==> src/rtl/uart_rx_ctrl.sv <==
`default_nettype none
// ============================================================================
// Module   : uart_rx_ctrl
// Purpose  : Receive-side controller between UART_Rx and the core MMIO bus.
//            Detects the frame-complete edge, latches the 9-bit frame,
//            checks parity, queues good bytes in a first-word-fall-through
//            FIFO and reports sticky error flags plus an interrupt request.
// Ports    : clk, n_rst (async active-low)
//            rx_done_i, rx_frame_i[8:0]   - receiver handshake and frame
//            rd_en_i, clr_err_i           - core pop / error clear
//            data_o, valid_o, count_o     - FIFO head, not-empty, occupancy
//            parity_err_o, overrun_err_o  - sticky error flags
//            irq_o                        - valid_o | any error flag
// Revision : 1.0 - initial release
// ============================================================================
module uart_rx_ctrl #(
    parameter int DEPTH      = 4,
    parameter int ADDR_W     = 2,
    parameter bit PARITY_ODD = 1'b0
) (
    input  logic              clk,
    input  logic              n_rst,
    input  logic              rx_done_i,
    input  logic [8:0]        rx_frame_i,
    input  logic              rd_en_i,
    input  logic              clr_err_i,
    output logic [7:0]        data_o,
    output logic              valid_o,
    output logic [ADDR_W:0]   count_o,
    output logic              parity_err_o,
    output logic              overrun_err_o,
    output logic              irq_o
);

    typedef enum logic [1:0] {
        ST_IDLE    = 2'd0,
        ST_CAPTURE = 2'd1,
        ST_CHECK   = 2'd2
    } state_t;

    localparam logic [ADDR_W:0]   C_FULL_COUNT = (ADDR_W + 1)'(DEPTH);
    localparam logic [ADDR_W:0]   C_CNT_ONE    = (ADDR_W + 1)'(1);
    localparam logic [ADDR_W-1:0] C_PTR_ONE    = ADDR_W'(1);

    state_t              state_q,       state_d;
    logic                rx_done_q,     rx_done_d;
    logic [8:0]          frame_q,       frame_d;
    logic                perr_q,        perr_d;
    logic [7:0]          mem_q [DEPTH], mem_d [DEPTH];
    logic [ADDR_W-1:0]   wr_ptr_q,      wr_ptr_d;
    logic [ADDR_W-1:0]   rd_ptr_q,      rd_ptr_d;
    logic [ADDR_W:0]     count_q,       count_d;
    logic                parity_err_q,  parity_err_d;
    logic                overrun_err_q, overrun_err_d;

    logic w_start;
    logic w_pop;
    logic w_push;
    logic w_full;
    logic w_set_perr;
    logic w_set_ovr;
    logic w_parity_exp;

    always_comb begin
        state_d       = state_q;
        frame_d       = frame_q;
        perr_d        = perr_q;
        mem_d         = mem_q;
        wr_ptr_d      = wr_ptr_q;
        rd_ptr_d      = rd_ptr_q;
        count_d       = count_q;
        rx_done_d     = rx_done_i;

        w_start       = rx_done_i & ~rx_done_q;
        w_pop         = rd_en_i & (count_q != '0);
        w_full        = (count_q == C_FULL_COUNT);
        w_push        = 1'b0;
        w_set_perr    = 1'b0;
        w_set_ovr     = 1'b0;
        w_parity_exp  = PARITY_ODD ? ~(^frame_q[7:0]) : (^frame_q[7:0]);

        case (state_q)
            ST_IDLE: begin
                if (w_start) begin
                    frame_d = rx_frame_i;
                    state_d = ST_CAPTURE;
                end
            end
            ST_CAPTURE: begin
                perr_d  = (frame_q[8] != w_parity_exp);
                state_d = ST_CHECK;
                // A second frame arriving while busy cannot be latched.
                if (w_start) begin
                    w_set_ovr = 1'b1;
                end
            end
            ST_CHECK: begin
                if (w_start) begin
                    w_set_ovr = 1'b1;
                end
                if (perr_q) begin
                    w_set_perr = 1'b1;
                end else if (w_full && !w_pop) begin
                    w_set_ovr = 1'b1;
                end else begin
                    // Full with a same-edge pop still has room for the push.
                    w_push = 1'b1;
                end
                state_d = ST_IDLE;
            end
            default: begin
                state_d = ST_IDLE;
            end
        endcase

        if (w_push) begin
            mem_d[wr_ptr_q] = frame_q[7:0];
            wr_ptr_d        = wr_ptr_q + C_PTR_ONE;
        end
        if (w_pop) begin
            rd_ptr_d = rd_ptr_q + C_PTR_ONE;
        end
        if (w_push && !w_pop) begin
            count_d = count_q + C_CNT_ONE;
        end else if (!w_push && w_pop) begin
            count_d = count_q - C_CNT_ONE;
        end

        // Set has priority over a simultaneous clear.
        parity_err_d  = w_set_perr | (parity_err_q  & ~clr_err_i);
        overrun_err_d = w_set_ovr  | (overrun_err_q & ~clr_err_i);
    end

    always_ff @(posedge clk or negedge n_rst) begin
        if (!n_rst) begin
            state_q       <= ST_IDLE;
            // Resetting high keeps a level already present at release
            // from being seen as a new frame.
            rx_done_q     <= 1'b1;
            frame_q       <= '0;
            perr_q        <= 1'b0;
            mem_q         <= '{default: '0};
            wr_ptr_q      <= '0;
            rd_ptr_q      <= '0;
            count_q       <= '0;
            parity_err_q  <= 1'b0;
            overrun_err_q <= 1'b0;
        end else begin
            state_q       <= state_d;
            rx_done_q     <= rx_done_d;
            frame_q       <= frame_d;
            perr_q        <= perr_d;
            mem_q         <= mem_d;
            wr_ptr_q      <= wr_ptr_d;
            rd_ptr_q      <= rd_ptr_d;
            count_q       <= count_d;
            parity_err_q  <= parity_err_d;
            overrun_err_q <= overrun_err_d;
        end
    end

    assign data_o        = mem_q[rd_ptr_q];
    assign valid_o       = (count_q != '0);
    assign count_o       = count_q;
    assign parity_err_o  = parity_err_q;
    assign overrun_err_o = overrun_err_q;
    assign irq_o         = valid_o | parity_err_q | overrun_err_q;

endmodule
`default_nettype wire
==> config.mk <==
export PLATFORM = sky130hd
export DESIGN_NAME = uart_rx_ctrl
export DESIGN_NICKNAME = d
export VERILOG_FILES = /design/src/rtl/uart_rx_ctrl.sv
export SDC_FILE = /design/constraint.sdc
export NUM_CORES = 1
export LEC_CHECK = 0
export BUFFER_PORTS_ARGS = -buffer_cell sky130_fd_sc_hd__buf_2
export CAP_MARGIN = 30
export CORE_MARGIN = 3
export CORE_UTILIZATION = 55
export DETAILED_ROUTE_END_ITERATION = 16
export PLACE_DENSITY_LB_ADDON = 0.3
export SYNTH_ARGS = -nofsm -noshare
export SYNTH_HDL_FRONTEND = slang
export SYNTH_SLANG_ARGS = --single-unit
==> constraint.sdc <==
create_clock -name clk -period 4.9 [get_ports clk]
set_clock_uncertainty 0.2 [all_clocks]
set_input_delay 0 -clock clk [delete_from_list [all_inputs] [get_ports clk]]
set_output_delay 0 -clock clk [all_outputs]
set_load 0.02 [all_outputs]
==> key figures, run 1 <==
Timing
  • Transition time at the pin with the least slew margin: 0.6630 ns
  • Final hold violations: 7
  • Post-route worst hold slack: -0.005622 ns
  • Unrepaired setup endpoints after global routing: no
  • Final clock period utilization by the worst path: 0.4890
  • Slew headroom: 0.5580
  • Final sum of negative setup slack: 0 ns
  • Final-report setup violation count: 0
  • Final critical path time including I/O delays and setup: 2.396 ns
  • Max Clock Freq: 0.4173 GHz
  • Max-slew violation count: 0

GRT
  • Maximum number of pins on one net before global-route repair: 34
  • GR Layer Usage met3: 0.05096
  • Met2 track utilization from global routing: 0.3029
  • Met1 capacity usage during global routing: 0.2546
  • Global-route congestion overflow total: 0
  • Wire length of the first global-routing pass: 7548 um
  • Number of global-route vias before repair: 1515
  • Initial antenna violation count: 0
  • Total routing resource utilization after global routing: 0.1903
  • Busiest grt layer: met2

Place
  • I/O Buffers: 28
  • Dpl hpwl: 3058 um
  • Dpl cell area: 2688 um^2
  • Final Wtd Congestion: 0.7438

Clocking
  • Clock Path Buffers: 2
  • Total CTS buffers: 5
  • Clock latency reported for the late side of the worst-skew pair: 0.30 ns
  • Hold-fix buffer count after cts: 13
  • Clock-pin transition on the worst setup and hold timing paths: 0.09 ns
  • Num Clock Sinks: 54
  • Buffers inserted by post-CTS timing repair: 0
  • Number of gates resized after cts: 0
  • Clock tree root buffer cell: clkbuf_8
  • H-tree Lvls: 2
  • Clock tree from TritonCTS: yes

Floorplan
  • Die area: 5353 um^2
  • Horizontal extent of the die: 73.17 um
  • Height of the chip: 73.17 um
  • Number of primary I/O pins: 29
  • Number of placement rows: 23
  • Core area: 4173 um^2
  • Initial Util: 0.5946

Logic synthesis
  • Mean instance size in the synthesized netlist: 15.22 um^2
  • Combinational family with the most area after synthesis: multiplexers
  • Count of yosys warnings during synthesis: 0
  • Complex-gate fraction of the synthesized area: 0.01462
  • Synth Instances: 163
  • Number of distinct standard cells referenced by the synthesized netlist: 27
  • Mux contribution to synthesized area: 0.2693
  • Post-synthesis share of cell area spent on and, or, nand and nor gates: 0.05396
  • Synth Area in Adders: 0.04841
  • Syn Std Cell Area: 2481 um^2
  • Post-synth net total: 186
  • Xor/xnor cell area share of the yosys netlist: 0.05144
  • FF+latch count, synth: 54
  • Post-synthesis sequential area ratio: 0.5451

Worst setup path
  • FF-to-FF Start: state_q[0]$_DFFE_PN0P_
  • Capturing element type of the critical path: flop
  • Critical R2R Capture: count_o[2]$_DFFE_PN0P_
  • Arrival time worst endpoint: 2.43 ns
  • Class of the most critical setup path: reg2reg
  • Worst R2R Setup Slack: 2.50 ns
  • WP data required: 4.93 ns
  • Maximum fanout along the worst path: 3
  • Worst Setup Start Kind: flop
  • Register-to-Register Path Depth: 10

Power and ir drop
  • Static power due to leakage: 1.402 nW
  • Power density over the cells: 670.5 nW/um^2
  • Worst IR Drop VDD: 0.0003737 V

Flow run
  • Max-cap viol count: 0

Route
  • DR DRC count: 0
  • Drt first-iter violations: 100
  • Wirelength, routed: 4396 um
  • Average wire per cell in the routed design: 16.84 um
  • Iteration count of the initial detailed-routing pass: 4
  • Via Count: 1442
  • Antenna-violating nets left: 0
  • Via count normalized by instance count: 5.525

Cells and area
  • Share of post-route cells with drive strength above 1: 0.4265
  • Area Growth Syn to Fin: 17.70%
  • Sequential cell area: 1353 um^2
  • Final std cell area, no fill: 2920 um^2
  • Antenna diodes: 0
  • Filler instances: 280
  • Net count of the finished layout: 233
  • Multi-input gate area in the final layout: 1086 um^2

Hold path
  • Type of the worst min-delay path: in2async

Run status
  • Violations in the final reports: hold timing
  • Outcome: finished, violations left
[worst max path at each step]
stage / from / endpoint / slack, ns / cells after the start
2_1_floorplan: count_o[0]$_DFFE_PN0P_ / count_o[2]$_DFFE_PN0P_ / 2.47 / 8
3_5_place_dp: state_q[0]$_DFFE_PN0P_ / count_o[2]$_DFFE_PN0P_ / 1.75 / 10
6_report: state_q[0]$_DFFE_PN0P_ / count_o[2]$_DFFE_PN0P_ / 2.50 / 10
4_1_cts: state_q[0]$_DFFE_PN0P_ / count_o[2]$_DFFE_PN0P_ / 1.75 / 10
5_1_grt: state_q[0]$_DFFE_PN0P_ / count_o[2]$_DFFE_PN0P_ / 2.38 / 10
3_3_place_gp: state_q[0]$_DFFE_PN0P_ / count_o[2]$_DFFE_PN0P_ / 1.90 / 10
[state kept, by name, indices dropped and copies added, names as in the netlist]
name / cells
parity_err_o: 1
rx_done_q: 1
overrun_err_o: 1
rd_ptr_q: 2
mem_q: 32
state_q: 2
frame_q: 9
perr_q: 1
wr_ptr_q: 2
count_o: 3
[synth_stat cells, drive strengths merged]
cell type | n | area share
dfrtp | 53 | 0.53
mux2 | 43 | 0.20
nand2 | 10 | 0.027
xnor2 | 9 | 0.032
ha | 8 | 0.040
mux4 | 8 | 0.073
inv | 7 | 0.011
o21ai | 4 | 0.0081
buf | 3 | 0.0066
xor2 | 3 | 0.011
nor2 | 2 | 0.0030
nor2b | 2 | 0.0050
or3 | 2 | 0.0050
a21boi | 1 | 0.0030
dfstp | 1 | 0.011
fa | 1 | 0.0081
nand2b | 1 | 0.0025
nand3 | 1 | 0.0020
nand3b | 1 | 0.0030
nor4b | 1 | 0.0060
o2bb2ai | 1 | 0.0035
xnor3 | 1 | 0.0091
[power by group]
part	switching, mW	internal [mW]	total (mW)
combinational	0.376	0.485	0.861
sequential	0.194	0.652	0.846
clock	0.137	0.114	0.250
total	0.707	1.25	1.96
[final cells by class]
type / count / area share
clock buffers: 6 / 0.02828
clock inverters: 2 / 0.004284
inverters: 7 / 0.008997
multi-input cells: 99 / 0.3719
flip-flops and latches: 54 / 0.4632
well taps: 50 / 0.02142
repair buffers: 43 / 0.1020
[layout by cell type, fill, tap and decap left out, types with 2 or more instances in the layout]
cell type      count
nand2_1            6
ha_1               8
o21ai_0            4
inv_1              7
dlygate4sd3_1     13
nor2b_1            2
or3_1              2
xnor2_1            9
mux2_1             5
buf_2             28
clkbuf_8           6
nand2_4            4
mux2_2            37
mux4_2             8
dfrtp_1           53
nor2_1             2
xor2_1             3
[cell families (layout without fill, tap and decap cells)]
| kind of cell | after synthesis | after routing |
|---|---|---|
| multiplexers | 51 | 51 |
| AND/OR/NAND/NOR | 20 | 20 |
| adder cells (fa/ha/maj) | 9 | 9 |
| AO/OA/AOI/OAI | 6 | 6 |
| buffers and inverters | 10 | 58 |
| XOR/XNOR | 13 | 13 |
| flip-flops | 54 | 54 |
[worst max-delay path, stage by stage, from the launching register on]
cell	delay [ns]
dfrtp_1	0.39
inv_1	0.11
ha_1	0.19
nor2b_1	0.16
nor2b_1	0.19
ha_1	0.21
inv_1	0.06
fa_1	0.37
xor2_1	0.17
nor2_1	0.14
xor2_1	0.15
[metal layers]
metal / vias up / part of all wire
li1: 674 / -
met1: 724 / 0.43
met2: 35 / 0.52
met3: 9 / 0.039
met4: 0 / 0.013
met5: - / 0
[through the flow]
step / utilization / hold WS [ns] / setup WS [ns] / cells / power, mW
after detailed placement: 0.6441 / -0.2018 / 1.745 / 239 / 1.713
after global routing: 0.6999 / 0.03844 / 2.381 / 261 / 2.093
final: 0.6999 / -0.005622 / 2.504 / 261 / 1.958
after global placement: 0.6393 / -0.07388 / 1.900 / 238 / 1.660
after floorplan: - / -0.4956 / 2.471 / 163 / 1.486
after CTS: 0.6981 / 0.01967 / 1.745 / 260 / 1.977
(Power assumes the default switching activity.)
==> run 2, diff against run 1 <==
--- a/config.mk
+++ b/config.mk
@@ -8,7 +8,7 @@
 export BUFFER_PORTS_ARGS = -buffer_cell sky130_fd_sc_hd__buf_2
 export CAP_MARGIN = 30
 export CORE_MARGIN = 3
-export CORE_UTILIZATION = 55
+export CORE_UTILIZATION = 52
 export DETAILED_ROUTE_END_ITERATION = 16
 export PLACE_DENSITY_LB_ADDON = 0.3
 export SYNTH_ARGS = -nofsm -noshare
==> constraint.sdc (replaced) <==
create_clock -name clk -period 2 [get_ports clk]
set_clock_uncertainty 0.2 [all_clocks]
set_input_delay 0 -clock clk [delete_from_list [all_inputs] [get_ports clk]]
set_output_delay 0 -clock clk [all_outputs]
set_load 0.02 [all_outputs]
==> run 2 against run 1 <==
The run ends with setup timing left. Utilization up 0.71 points. Non-clock buffer count grew 22. Clock power grew to 2.8 times the previous value. Register-to-register slack worse by 2.6 ns. Sequential power increased by 140%. Sequential share of layout area is 3.5 points lower. First-iteration DRC count is 15% lower. Combinational power grew to 2.9 times the previous value. Cell count increased by 9.2%. Via count up 4.5%. Largest cell class unchanged.
==> key figures, run 2 (synthesis gave the netlist of run 1 again) <==
Route
  • Iteration count of the initial detailed-routing pass: 2 (-2)
  • DR DRC count: 0 (unchanged)
  • Via count normalized by instance count: 5.288 (-4.3%)
  • Antenna-violating nets left: 0 (unchanged)
  • Wirelength, routed: 4624 um (+5.2%)
  • Via Count: 1507 (+4.5%)
  • Drt first-iter violations: 85 (-15%)
  • Average wire per cell in the routed design: 16.22 um (-3.7%)

Timing
  • Max Clock Freq: 0.4702 GHz (+13%)
  • Slew headroom: 0.5354 (-0.02256)
  • Transition time at the pin with the least slew margin: 0.6968 ns (+0.03384 ns)
  • Final-report setup violation count: 2 (+2)
  • Final hold violations: 0 (-7)
  • Final critical path time including I/O delays and setup: 2.127 ns (-0.2695 ns)
  • Unrepaired setup endpoints after global routing: yes
  • Max-slew violation count: 0 (unchanged)
  • Final clock period utilization by the worst path: 1.063 (+0.5743)
  • Final sum of negative setup slack: -0.2131 ns (-0.2131 ns)
  • Post-route setup slack: -0.1268 ns (-2.630 ns)

GRT
  • Number of global-route vias before repair: 1556 (+2.7%)
  • Total routing resource utilization after global routing: 0.1850 (-0.005287)
  • Global-route congestion overflow total: 0 (unchanged)
  • Initial antenna violation count: 0 (unchanged)
  • Maximum number of pins on one net before global-route repair: 32 (-5.9%)
  • Wire length of the first global-routing pass: 7590 um (+0.56%)

Power and ir drop
  • Static power due to leakage: 1.523 nW (+8.7%)
  • Power density over the cells: 1661 nW/um^2 (+150%)
  • Final Total Pwr: 5.253 mW (+170%)
  • Worst IR Drop VDD: 0.0009918 V (+170%)

Worst setup path
  • Register-to-Register Path Depth: 8 (-2)
  • WP data required: 2.02 ns (-2.91 ns)
  • Worst R2R Setup Slack: -0.13 ns (-2.63 ns)
  • Maximum fanout along the worst path: 3 (unchanged)
  • Worst Setup Start Kind: flop
  • Capturing element type of the critical path: flop
  • Arrival time worst endpoint: 2.15 ns (-0.28 ns)
  • Source of the critical timing path: count_o[0]$_DFFE_PN0P_
  • Capturing instance or port of the critical path: count_o[2]$_DFFE_PN0P_
  • Class of the most critical setup path: reg2reg
  • Critical R2R Capture: count_o[2]$_DFFE_PN0P_
  • FF-to-FF Start: count_o[0]$_DFFE_PN0P_

Cells and area
  • Sequential cell area: 1355 um^2 (+0.18%)
  • Most used cells in the layout excluding fill and tap cells: dfrtp_1 (51), mux2_2 (36), buf_2 (28), buf_4 (23), dlygate4sd3_1 (13)
  • Area Growth Syn to Fin: 27.48%
  • Largest register FFs: 32 (unchanged)
  • Net count of the finished layout: 255 (+9.4%)
  • Multi-input gate area in the final layout: 1156 um^2 (+6.5%)
  • Filler instances: 311 (+11%)
  • Most common cell after layout, fill and taps aside: dfrtp_1
  • Antenna diodes: 0 (unchanged)
  • Biggest register: mem_q
  • Share of post-route cells with drive strength above 1: 0.5236 (+0.09706)

Clocking
  • Clock Path Buffers: 2 (unchanged)
  • Num Clock Sinks: 54 (unchanged)
  • Total CTS buffers: 5 (unchanged)
  • Clock tree root buffer cell: clkbuf_8
  • Clock-pin transition on the worst setup and hold timing paths: 0.08 ns (about the same)
  • H-tree Lvls: 2 (unchanged)
  • Clock tree from TritonCTS: yes
  • Clock latency reported for the late side of the worst-skew pair: 0.30 ns (about the same)

Floorplan
  • Core area: 4474 um^2 (+7.2%)
  • Horizontal extent of the die: 75.08 um (+2.6%)
  • Height of the chip: 75.08 um (+2.6%)
  • Die area: 5636 um^2 (+5.3%)
  • Initial Util: 0.5545 (-0.04007)
  • Number of primary I/O pins: 29 (unchanged)
  • Number of placement rows: 24 (+4.3%)

Place
  • Dpl hpwl: 3244 um (+6.1%)
  • Post-Place Setup Slack: -0.1401 ns (-1.885 ns)
  • Final Wtd Congestion: 0.7376 (-0.83%)
  • I/O Buffers: 28 (unchanged)

Run status
  • Outcome: finished, violations left
  • Violations in the final reports: setup timing

Flow run
  • Max-cap viol count: 0 (unchanged)

Hold path
  • Type of the worst min-delay path: in2reg
## run 2: changes by cell type in the layout (fill, tap and decap cells not counted), sizes merged
cell and change:
clkinvlp -1, bufinv +1, clkbuf +1, clkinv -1, buf +22
## run 2: metrics by stage
step	cell area (um^2)	util	std cells	hold WS, ns
final	3163	0.7069	285	0.05279
after global routing	3163	0.7069	285	0.07203
after global placement	2856	0.6384	256	-0.1354
after detailed placement	2856	0.6384	256	-0.1215
after CTS	3149	0.7039	284	0.04919
after floorplan	2555	-	163	-0.4956
## run 2: worst min path at each step
stage / startpoint / end / cells after the start
floorplan: n_rst / count_o[0]$_DFFE_PN0P_ / 0
global placement: n_rst / mem_q[27]$_DFFE_PN0P_ / 1
detailed placement: n_rst / mem_q[19]$_DFFE_PN0P_ / 1
CTS: rd_en_i / count_o[0]$_DFFE_PN0P_ / 5
global route: rd_en_i / count_o[0]$_DFFE_PN0P_ / 5
finish: rd_en_i / count_o[0]$_DFFE_PN0P_ / 5
## run 2: power by group
| part | switching, mW | internal (mW) |
|---|---|---|
| Combinational | 1.06 | 1.45 |
| Sequential | 0.433 | 1.60 |
| Clock | 0.332 | 0.375 |
| Total | 1.82 | 3.43 |
## run 2: timing repair
action                                  4_1_cts  5_1_grt
endpoints found under the setup margin        2       34
endpoints found under the hold margin        46        0
cloned                                        0        0
gates resized for setup                       1        2
hold buffers                                 13        0
setup buffers                                 7        2
pin swaps                                     8        6
## run 2: metal layers
layer  routed length [um]  GRT usage  vias to the layer above
met5                    0          0                        -
met4                   60    0.05336                        0
met3                  157    0.04806                        6
met2                 2443     0.3240                       24
met1                 1963     0.2250                      765
li1                     -          -                      712
## run 2: worst max-delay path, stage by stage (launching register included)
cell and delay (ns):
dfrtp_2 0.44, or3_4 0.41, nand2_4 0.08, ha_4 0.14
inv_2 0.03, fa_2 0.33, xor2_1 0.15, nor2_1 0.12
xor2_1 0.15
## run 2: cell type report
cell class	count	share of cell area
Tap cell	52	0.02057
Multi-Input combinational cell	99	0.3655
Inverter	7	0.008307
Sequential cell	54	0.4284
Timing Repair Buffer	65	0.1436
Clock buffer	7	0.02413
Clock inverter	1	0.009494
==> run 3, diff against run 2 <==
==> constraint.sdc (replaced) <==
create_clock -name clk -period 2 [get_ports clk]
set_clock_uncertainty 0.2 [all_clocks]
set_input_delay 0.4 -clock clk [delete_from_list [all_inputs] [get_ports clk]]
set_output_delay 0.4 -clock clk [all_outputs]
set_load 0.02 [all_outputs]
==> run 3 against run 2 <==
Power increased by 6.0%. Setup slack got worse by 0.18 ns. First-iteration DRC count shrank 48%. Critical path depth is 4 lower. The flow still finishes with violations (setup timing). Sequential cell count is the same. Combinational power up 13%. Worst hold slack improved by 0.035 ns. Cell count fell by 4.2%. Clock power is 3.0% lower. Register-to-register slack lost 0.11 ns.
==> key figures, run 3 (synthesis gave the netlist of run 1 again) <==
Route
  • DR DRC count: 0 (unchanged)
  • Via count normalized by instance count: 5.436 (+2.8%)
  • Average wire per cell in the routed design: 18.13 um (+12%)
  • Wirelength, routed: 4950 um (+7.1%)
  • Via Count: 1484 (-1.5%)
  • Antenna-violating nets left: 0 (unchanged)
  • Iteration count of the initial detailed-routing pass: 4 (+2)
  • Drt first-iter violations: 44 (-48%)

Clocking
  • Clock tree root buffer cell: clkbuf_8
  • H-tree Lvls: 2 (unchanged)
  • Num Clock Sinks: 54 (unchanged)
  • Clock tree from TritonCTS: yes
  • Clock Path Buffers: 2 (unchanged)
  • Clock latency reported for the late side of the worst-skew pair: 0.31 ns (about the same)
  • Total CTS buffers: 5 (unchanged)
  • Clock-pin transition on the worst setup and hold timing paths: 0.09 ns (about the same)

GRT
  • Number of global-route vias before repair: 1694 (+8.9%)
  • Maximum number of pins on one net before global-route repair: 23 (-28%)
  • Wire length of the first global-routing pass: 8245 um (+8.6%)
  • Initial antenna violation count: 0 (unchanged)
  • Global-route congestion overflow total: 0 (unchanged)
  • Total routing resource utilization after global routing: 0.2017 (+0.01669)

Power and ir drop
  • Final Total Pwr: 5.566 mW (+6.0%)
  • Sequential power share: 0.366 (-0.022)
  • Reported net switching power: 1.958 mW (+7.3%)
  • Net Sw Frac: 0.3517 (+0.004334)
  • Power density over the cells: 1748 nW/um^2 (+5.3%)
  • Worst IR Drop VDD: 0.001059 V (+6.8%)
  • Combinational fraction of design power: 0.511 (+0.033)
  • Internal portion of total power: 3.608 mW (+5.3%)
  • Static power due to leakage: 1.461 nW (-4.1%)
  • Share of power burned in the clock network: 0.123 (-0.012)

Worst setup path
  • Capturing element type of the critical path: primary output
  • Arrival time worst endpoint: 1.71 ns (-0.44 ns)
  • Worst Setup Start Kind: flop
  • Class of the most critical setup path: reg2out
  • Maximum fanout along the worst path: 3 (unchanged)
  • WP data required: 1.40 ns (-0.62 ns)

Floorplan
  • Initial Util: 0.5545 (unchanged)
  • Height of the chip: 75.08 um (unchanged)
  • Die area: 5636 um^2 (unchanged)
  • Number of primary I/O pins: 29 (unchanged)
  • Horizontal extent of the die: 75.08 um (unchanged)
  • Number of placement rows: 24 (unchanged)
  • Core area: 4474 um^2 (unchanged)

Cells and area
  • Area Growth Syn to Fin: 28.34%
  • Antenna diodes: 0 (unchanged)
  • Net count of the finished layout: 243 (-4.7%)
  • Largest register FFs: 32 (unchanged)
  • Most common cell after layout, fill and taps aside: dfrtp_1
  • Biggest register: mem_q
  • Share of post-route cells with drive strength above 1: 0.5656 (+0.04201)
  • Post-layout utilization of the core: 0.7117 (+0.004754)
  • Filler instances: 315 (+1.3%)
  • Most used cells in the layout excluding fill and tap cells: dfrtp_1 (49), mux2_2 (36), buf_2 (18), buf_4 (18), buf_6 (13)

Timing
  • Final critical path time including I/O delays and setup: 2.311 ns (+0.1838 ns)
  • Max Clock Freq: 0.4328 GHz (-8.0%)
  • Post-route setup slack: -0.3105 ns (-0.1838 ns)
  • Final hold violations: 0 (unchanged)
  • Final-report setup violation count: 12 (+10)
  • Slew headroom: 0.6798 (+0.1444)
  • Max-slew violation count: 0 (unchanged)
  • Transition time at the pin with the least slew margin: 0.4803 ns (-0.2166 ns)
  • Final clock period utilization by the worst path: 1.155 (+0.09188)
  • Unrepaired setup endpoints after global routing: yes
  • Final sum of negative setup slack: -1.616 ns (-1.403 ns)

Hold path
  • Type of the worst min-delay path: in2reg

Place
  • I/O Buffers: 28 (unchanged)
  • Dpl hpwl: 3548 um (+9.4%)
  • Final Wtd Congestion: 0.7644 (+3.6%)

Run status
  • Outcome: finished, violations left
  • Violations in the final reports: setup timing

Flow run
  • Max-cap viol count: 0 (unchanged)
run 3: cell types whose count changed in the layout (fill, tap and decap cells not counted), sizes merged:
cell         before  now
dlygate4sd3      13    2
buf              52   51
bufinv            1    0
clkbuf            7    8
run 3: layer usage:
layer	up-vias	routed length (um)	GRT usage
met5	-	0	0
met1	751	1853	0.2275
li1	683	-	-
met2	37	2770	0.3636
met4	0	106	0.07708
met3	13	218	0.05207
run 3: metrics by stage:
stage	hold slack (ns)	instances	cell area [um^2]	setup WS (ns)
finish	0.08764	273	3184	-0.3105
global route	0.1016	273	3184	-0.3531
CTS	0.005533	271	3110	-0.3174
detailed placement	0.1902	258	2884	-0.1951
global placement	0.1735	258	2884	-0.1261
floorplan	-0.09559	163	2555	-0.2208
run 3: path summary, 6_finish.rpt:
path	endpoint	slack, ns	start	depth (start not counted)
max in group asynchronous	rx_done_q$_DFF_PN1_	0.63	n_rst	3
worst min register to register	mem_q[19]$_DFFE_PN0P_	0.30	mem_q[19]$_DFFE_PN0P_	1
worst max register to register	count_o[2]$_DFFE_PN0P_	-0.24	count_o[0]$_DFFE_PN0P_	9
worst min-delay path	parity_err_o$_DFF_PN0_	0.09	clr_err_i	2
worst max-delay path	irq_o	-0.31	count_o[0]$_DFFE_PN0P_	4
min in group asynchronous	frame_q[1]$_DFFE_PN0P_	0.38	n_rst	2
run 3: layout make-up:
class                           instances  area [um^2]  area share
Clock buffer                            8        110.1     0.03458
Timing Repair Buffer                   53        431.7      0.1356
Inverter                                7        26.28    0.008251
Sequential cell                        54         1358      0.4263
Multi-Input combinational cell         99         1194      0.3749
Tap cell                               52        65.06     0.02043
run 3: timing repair:
item,in CTS,in global routing
endpoints found under the hold margin,16,1
gates resized for setup,24,10
pin swaps,3,1
hold buffers,1,1
endpoints found under the setup margin,12,44
buffers inserted,4,1
run 3: power groups by stage:
stage | sequential [mW] | combinational (mW) | clock (mW)
after floorplan | 1.97 | 1.78 | 0
after detailed placement | 2.06 | 2.45 | 0
after global routing | 2.10 | 3.08 | 0.756
after global placement | 1.99 | 2.35 | 0
after CTS | 2.03 | 2.77 | 0.706
final | 2.04 | 2.84 | 0.686
run 3: critical path, stage by stage (launching register included):
cell and delay (ns):
dfrtp_2 0.42, or3_4 0.39, buf_6 0.13, or3_4 0.32, buf_6 0.14
